`src/rtl/mem_initiator.sv`:
```
// Single-outstanding command initiator for the 32x32 memory with error counting.
// Optional macro MEM_INIT_WR_RSP_EN: successful writes also return a response.
module mem_initiator #(
  parameter int ADDR_W = 5,
  parameter int DATA_W = 32
) (
  input  logic              clk,
  input  logic              rst_n,
  input  logic              cmd_valid,
  output logic              cmd_ready,
  input  logic              cmd_we,
  input  logic [ADDR_W-1:0] cmd_addr,
  input  logic [DATA_W-1:0] cmd_wdata,
  output logic              rsp_valid,
  input  logic              rsp_ready,
  output logic [DATA_W-1:0] rsp_data,
  output logic              rsp_err,
  output logic              mem_wr_en,
  output logic              mem_rd_en,
  output logic [ADDR_W-1:0] mem_addr,
  output logic [DATA_W-1:0] mem_wr_data,
  input  logic [DATA_W-1:0] mem_data_out,
  input  logic              mem_full,
  input  logic              mem_empty,
  input  logic              mem_half_full,
  output logic              half_full,
  output logic [7:0]        err_cnt
);

  typedef enum logic [2:0] {IDLE, WRITE, READ, WAIT_RD, RSP} state_t;

  state_t            state, state_nxt;
  logic              accept;
  logic              reject;
  logic              err_q;
  logic [ADDR_W-1:0] addr_q;
  logic [DATA_W-1:0] wdata_q;
  logic [DATA_W-1:0] rdata_q;

  function automatic logic [7:0] sat_inc(input logic [7:0] v);
    return (v == 8'hFF) ? v : v + 8'd1;
  endfunction

  assign accept = cmd_valid && cmd_ready;
  assign reject = cmd_we ? mem_full : mem_empty;

  always_ff @(posedge clk) begin
    if (!rst_n) state <= IDLE;
    else        state <= state_nxt;
  end

  always_comb begin
    state_nxt   = state;
    cmd_ready   = 1'b0;
    rsp_valid   = 1'b0;
    mem_wr_en   = 1'b0;
    mem_rd_en   = 1'b0;
    mem_addr    = '0;
    mem_wr_data = '0;
    case (state)
      IDLE: begin
        cmd_ready = rst_n;
        if (cmd_valid && rst_n) begin
          if (reject)      state_nxt = RSP;
          else if (cmd_we) state_nxt = WRITE;
          else             state_nxt = READ;
        end
      end
      WRITE: begin
        mem_wr_en   = 1'b1;
        mem_addr    = addr_q;
        mem_wr_data = wdata_q;
`ifdef MEM_INIT_WR_RSP_EN
        state_nxt   = RSP;
`else
        state_nxt   = IDLE;
`endif
      end
      READ: begin
        mem_rd_en = 1'b1;
        mem_addr  = addr_q;
        state_nxt = WAIT_RD;
      end
      WAIT_RD: state_nxt = RSP;
      RSP: begin
        rsp_valid = 1'b1;
        if (rsp_ready) state_nxt = IDLE;
      end
      default: state_nxt = IDLE;
    endcase
  end

  // Response payload only reaches the pins while a response is presented.
  assign rsp_data = rsp_valid ? rdata_q : '0;
  assign rsp_err  = rsp_valid & err_q;

  always_ff @(posedge clk) begin
    if (accept) begin
      addr_q  <= cmd_addr;
      wdata_q <= cmd_wdata;
      rdata_q <= '0;
    end else if (state == WAIT_RD) begin
      rdata_q <= mem_data_out;
    end
  end

  always_ff @(posedge clk) begin
    if (!rst_n) begin
      err_q     <= 1'b0;
      err_cnt   <= 8'd0;
      half_full <= 1'b0;
    end else begin
      half_full <= mem_half_full;
      if (accept) begin
        err_q <= reject;
        if (reject) err_cnt <= sat_inc(err_cnt);
      end
    end
  end

endmodule

```
`config.mk`:
```
export PLATFORM = sky130hd
export DESIGN_NAME = mem_initiator
export DESIGN_NICKNAME = d
export VERILOG_FILES = /design/src/rtl/mem_initiator.sv
export SDC_FILE = /design/constraint.sdc
export NUM_CORES = 1
export LEC_CHECK = 0
export CAP_MARGIN = 20
export CORE_ASPECT_RATIO = 1.75
export CORE_MARGIN = 2
export CORE_UTILIZATION = 41
export CTS_CLUSTER_DIAMETER = 50
export DETAILED_ROUTE_END_ITERATION = 7
export GPL_TIMING_DRIVEN = 1
export PLACE_DENSITY = 0.82
export SYNTH_ARGS = -nofsm -noshare
export SYNTH_HDL_FRONTEND = slang
export SYNTH_SLANG_ARGS = --single-unit
export TNS_END_PERCENT = 20
```
`constraint.sdc`:
```
create_clock -name clk -period 2.2 [get_ports clk]
set_input_delay 0.44 -clock clk [delete_from_list [all_inputs] [get_ports clk]]
set_output_delay 0.44 -clock clk [all_outputs]
set_load 0.01 [all_outputs]
```
==> metrics.txt, run 1 <==
WL met1 3019 um; Synth Instances around 330; Num CTS Buffers 9; DP HPWL between 6000 and 7000 um; post-synth top area share 0.3357; Worst Setup SP state[1]$_SDFFE_PN0P_; Most used DFF post-synth dfxtp_1; Synthesis Warnings 0; # diodes 0; reg2reg start state[2]$_SDFFE_PN0P_; routed via count a little under 3,000; RD Place Congestion about 0.81; CP arrival between 1.5 and 2 ns; I/O pin count between 150 and 200; Total Power 3.540 mW; CTS Hold Buffers Added 0; Pre-Repair DR Iteration Count 8; global route overflow 0; Worst VDD drop just over 500 uV; CTS root buffer clkbuf_16; Seq/Total Area, Yosys 0.6079; final core utilization 0.6867; FP Rows 43; Top Layer Used met4; Clock Tree Buf Depth 2; Die ar. slightly below 9000 um2; crit path launch type flip-flop; clock skew ~0.0073 ns; initial core utilization 0.4213; Post-synth ARST share 0; WL final ~8600 um; Fin. Hold Viols 0; WHS 0.4488 ns; Max-cap violations 0; Avg Cell Area, Syn 10.15 um2; slew margin rel. 0.6169; worst slew pin tran between 0.5 and 0.6 ns; core area 7855 um2; setup repair after global routing missed its margin false; post-route ant nets 0; setup repair bufs after CTS 0; CTS tree done; flops & latches, synth between 80 and 90; dpl cell area around 5000 um2; ratio of cells with drive above 1 in the final layout 0.08048; initial antenna violation count 0; critical path fanouts, max 7; global-route wire length before repair ~13,000 um; vias per inst between 4 and 5; status completed; # port buffers between 150 and 200; most instantiated cells after synthesis and2_1 (68), nand2_1 (67), dfxtp_1 (45), a21oi_1 (39), edfxtp_1 (37); H-tree depth 3; DR iter-0 viols 171; register clock-pin slew on the reported worst setup and hold paths roughly 0.06 ns; met3 wire len 520 um; crit path kind flip-flop to primary output; drc violations 0; Worst Path Required ~1.8 ns; TNS Setup 0 ns; width of the die 71.92 um; synth top area cells edfxtp_1 (34%), dfxtp_1 (27%), and2_1 (13%), nand2_1 (7.6%), a21oi_1 (5.9%); Synth area leader edfxtp_1; EDFF count, synth 37; most common cell in the synthesized netlist and2_1; GRT Total Usage 0.1914; Clock Sinks 82; per-cell routed wire length roughly 15 um; Layout area overhead 62.99%; met2 WL ~5000 um; min cycle time layout a little over 2 ns; PD cells 656.3 nW/um2; Setup crit end kind primary output; post-route clock period utilization 0.9247; count of final max-slew check failures 0; final setup vio count 0; HP Start rdata_q[1]$_SDFFE_PP0P_; Nets 570; clk_lat worst skew between 0.3 and 0.4 ns; height of the die around 120 um; LEAKAGE 2.427 nW; syn nets ~400; vias in the first global route ~2,800; synthesized area between 3000 and 4000 um2; post-synth cell types 31; final instance area 5394 um2; fmax 491.5 MHz; largest net degree at the start of global routing 36; class of the worst hold path flip-flop to flip-flop
-- metrics by stage --
| step | std cells | worst slack (ns) |
|---|---|---|
| final | 587 | 0.1656 |
| after detailed placement | 571 | -0.08445 |
| after CTS | 587 | -0.1256 |
| after global routing | 587 | 0.07787 |
| after floorplan | 326 | 0.1049 |
| after global placement | 571 | -0.04317 |
-- worst paths after layout --
| check | depth (start not counted) | slack [ns] | endpoint |
|---|---|---|---|
| min reg2reg | 2 | 0.45 | rdata_q[1]$_SDFFE_PP0P_ |
| min | 2 | 0.45 | rdata_q[1]$_SDFFE_PP0P_ |
| max reg2reg | 6 | 0.25 | err_cnt[3]$_SDFFE_PN0P_ |
| max | 3 | 0.17 | mem_rd_en |
-- power by group --
| part | internal, mW | switching [mW] | total, mW |
|---|---|---|---|
| clock | 0.992 | 0.553 | 1.54 |
| combinational | 0.203 | 0.124 | 0.327 |
| sequential | 1.65 | 0.0184 | 1.67 |
-- layout by cell type (no fill, tap or decap), types with 3 or more instances in the layout --
| master | Yosys | layout |
|---|---|---|
| and2_1 | 68 | 67 |
| dlygate4sd2_1 | 0 | 61 |
| buf_12 | 0 | 4 |
| nor2_1 | 8 | 7 |
| nand2_1 | 67 | 67 |
| or4_1 | 4 | 4 |
| dfxtp_1 | 45 | 42 |
| edfxtp_1 | 37 | 37 |
| o41ai_1 | 3 | 3 |
| buf_4 | 1 | 11 |
| a21oi_1 | 39 | 39 |
| o31ai_1 | 3 | 3 |
| dlymetal6s2s_1 | 0 | 12 |
| clkdlybuf4s50_1 | 0 | 86 |
| nor2b_1 | 6 | 6 |
| inv_1 | 3 | 3 |
| nand3_1 | 5 | 5 |
| clkbuf_16 | 0 | 9 |
-- timing repair --
item,in CTS,in global routing
setup endpoints to repair,73,11
gates resized for setup,67,13
pin swaps,0,0
-- critical path: stages (launching register included) --
cell,delay (ns)
dfxtp_2,0.38
buf_4,0.17
and2_1,0.16
clkdlybuf4s50_1,0.55
-- flip-flops by register name (all words and copies together) (netlist names) --
register and count:
rdata_q 32, addr_q 5, err_q 1, wdata_q 32, half_full 1, err_cnt 8
state 3
-- cells by family after synthesis --
logic type,share of synthesized area
mux,0.003402
simple gates,0.2688
buf+inv,0.02760
compound gates,0.08847
flops,0.6079
fa+ha+maj,0.003780
-- final cells by class --
class                      count  area [um2]
timing repair buffer         174        1708
clock inverter                 5       78.83
sequential                    82        2018
multi-input combinational    222        1232
fill                         612        2461
inverter                       3       11.26
tap                           90       112.6
clock buffer                  11       232.7
-- metal layers --
layer | up-vias | global-route usage
met5 | - | 0
met2 | 117 | 0.3628
met1 | 1350 | 0.1938
met4 | 0 | 0.08844
met3 | 16 | 0.04187
li1 | 1432 | -
Power figures use the tool's default switching activity.
==> run 2, diff against run 1 <==
SLEW_MARGIN = 0   (was unset)
==> results of run 2 <==
Final layout, timing and power as in run 1 (identical DEF).
==> run 3, diff against run 2 <==
CORE_UTILIZATION = 40   (was 41)
GPL_TIMING_DRIVEN = 0   (was 1)
PLACE_DENSITY = 0.8   (was 0.82)
==> metrics.txt, run 3 (synthesized netlist as in run 1, its figures left out) <==
crit path cell chain buf_4, nor3b_4, buf_4, clkbuf_4, and2_1, dlygate4sd2_1 (was buf_4, and2_1, clkdlybuf4s50_1); status completed (unchanged); FF-to-FF setup slack 0.27 ns (was 0.25 ns); H-tree depth 3 (unchanged); DP HPWL 6355 um (was 6370 um); largest registers rdata_q: 32 flops, wdata_q: 32 flops, err_cnt: 8 flops (unchanged); crit path launch type flip-flop (unchanged); post-route clock period utilization 0.9722 (was 0.9247); CP arrival 1.70 ns (was 1.59 ns); slowest cell on the critical path dfxtp_1 (was clkdlybuf4s50_1); Die ar. 9046 um2 (was 8835 um2); Hold Path Depth 2 (unchanged); Worst VDD drop 671.4 uV (was 518.3 uV); WL met1 3109 um (was 3019 um); routed via count 2,903 (was 2,915); per-cell routed wire length 14.31 um (was 14.66 um); I/O pin count 160 (unchanged); vias in the first global route 2,922 (was 2,762); CTS root buffer clkbuf_16 (unchanged); # diodes 0 (unchanged); most frequent CP cell buf_4; clk_lat worst skew 0.33 ns (about the same); GRT Total Usage 0.1953 (was 0.1914); ratio of cells with drive above 1 in the final layout 0.1228 (was 0.08048); fin cells 595 (was 587); commonest non-fill, non-tap cells in the layout clkdlybuf4s50_1 (86), and2_1 (68), nand2_1 (67) (was clkdlybuf4s50_1 (86), and2_1 (67), nand2_1 (67)); initial core utilization 0.4156 (was 0.4213); commonest non-fill, non-tap cell in the layout clkdlybuf4s50_1 (unchanged); drc violations 0 (unchanged); global route overflow 0 (unchanged); Setup crit end kind primary output (unchanged); vias per inst 4.879 (was 4.966); DR iter-0 viols 181 (was 171); cells on worst reg2reg path 5 (was 6); global-route wire length before repair 13,680 um (was 12,970 um); worst path bufs/invs 4 (was 2); Num CTS Buffers 9 (unchanged); largest net degree at the start of global routing 47 (was 36); setup repair after global routing missed its margin true (was false); register clock-pin slew on the reported worst setup and hold paths 0.06 ns (about the same); count of final max-slew check failures 0 (unchanged); reg2reg start state[1]$_SDFFE_PN0P_ (was state[2]$_SDFFE_PN0P_); CTS tree done (unchanged); Top Layer Used met4 (unchanged); RD Place Congestion 0.7346 (was 0.8094); fmax 467.5 MHz (was 491.5 MHz); PD cells 681.2 nW/um2 (was 656.3 nW/um2); slew margin rel. 0.6252 (was 0.6169); Pre-Repair DR Iteration Count 4 (was 8); met3 wire len 614 um (was 520 um); WL final 8513 um (was 8606 um); LEAKAGE 2.122 nW (was 2.427 nW); final setup vio count 0 (unchanged); HP Start rdata_q[12]$_SDFFE_PP0P_ (was rdata_q[1]$_SDFFE_PP0P_); FP Rows 43 (unchanged); Reg-to-Reg End addr_q[1]$_DFFE_PP_ (was err_cnt[3]$_SDFFE_PN0P_); Placed Cells 575 (was 571); Max-cap violations 0 (unchanged); height of the die 124.3 um (was 122.9 um); class of the worst hold path flip-flop to flip-flop (unchanged); delay-heaviest family, CP buffers and inverters (unchanged); Layout area overhead 59.96% (was 62.99%); Worst Path Required 1.76 ns (about the same); pre-CTS WS -0.8735 ns (was -0.08445 ns); CP peak stage delay 0.29 ns (was 0.55 ns); Fin. Hold Viols 0 (unchanged); post-route ant nets 0 (unchanged); min cycle time layout 2.139 ns (was 2.034 ns); clock skew 0.004392 ns (was 0.007333 ns); hold worst-path end rdata_q[12]$_SDFFE_PP0P_ (was rdata_q[1]$_SDFFE_PP0P_); critical path fanouts, max 10 (was 7); Nets 578 (was 570); Clock Sinks 82 (unchanged); core area 7963 um2 (was 7855 um2); initial antenna violation count 0 (unchanged); fin worst setup slack 0.06107 ns (was 0.1656 ns); worst slew pin tran 0.5602 ns (was 0.5726 ns); crit path kind flip-flop to primary output (unchanged); WHS 0.4508 ns (was 0.4488 ns); # port buffers 159 (unchanged); met2 WL 4566 um (was 4884 um); Clock Tree Buf Depth 2 (unchanged); width of the die 72.76 um (was 71.92 um)
==> run 3: changes by cell type in the layout (fill, tap and decap cells not counted), moves of 2 or more <==
cell / delta
clkbuf_4: +3
dlymetal6s2s_1: -11
clkbuf_1: +6
buf_12: -4
buf_2: +3
buf_4: -5
clkbuf_2: +23
buf_6: +2
clkdlybuf4s15_1: +23
clkbuf_8: +3
dlygate4sd2_1: -35
==> run 3: through the flow <==
step | util | TNS (ns) | area (um2) | power, mW
after floorplan | - | 0 | 3309 | 1.796
after global placement | 0.6296 | -68.94 | 5014 | 2.004
after detailed placement | 0.6296 | -72.58 | 5014 | 2.013
after CTS | 0.6708 | -0.2480 | 5341 | 3.635
after global routing | 0.6648 | -0.3096 | 5294 | 3.712
final | 0.6648 | 0 | 5294 | 3.606
==> run 3: area by class of cell <==
cell class / instances / area, um2
flip-flops and latches: 82 / 2014
multi-input cells: 222 / 1231
inverters: 3 / 11.26
plain buffers: 19 / 115.1
fillers: 654 / 2669
repair buffers: 163 / 1480
clock buffers: 11 / 252.7
clock inverters: 5 / 76.32
well taps: 90 / 112.6
==> run 3: worst register-to-register path: cells and delay by family (launching register included) <==
family	cells	cell delay [ns]
and+or+nand+nor	2	0.42
DFF	1	0.29
buffers and inverters	3	0.85
==> run 3: how the worst max path moves through the flow <==
stage	startpoint	endpoint	slack, ns	cells past startpoint
finish	state[1]$_SDFFE_PN0P_	mem_wr_data[26]	0.06	6
global placement	rst_n	addr_q[2]$_DFFE_PP_	-0.82	5
global route	state[1]$_SDFFE_PN0P_	mem_wr_data[27]	-0.04	6
floorplan	state[1]$_SDFFE_PN0P_	addr_q[0]$_DFFE_PP_	0.10	5
detailed placement	rst_n	addr_q[4]$_DFFE_PP_	-0.87	5
CTS	state[1]$_SDFFE_PN0P_	rsp_data[20]	-0.25	6
==> run 3: per-layer routing <==
metal / GRT usage / up-vias
met3: 0.04854 / 16
li1: - / 1445
met1: 0.2035 / 1318
met4: 0.09150 / 0
met2: 0.3519 / 124
met5: 0 / -
==> run 3: timing repair <==
item,CTS,global route
resized for setup,94,73
setup endpoints to repair,119,101
pin swaps,1,0
hold buffers,0,0
buffers inserted,4,0
==> run 3: power breakdown <==
group          switching [mW]  internal [mW]  leakage (nW)  total (mW)
combinational           0.120          0.191          1.25       0.312
sequential             0.0169           1.65         0.709        1.67
clock                   0.578           1.05         0.159        1.63
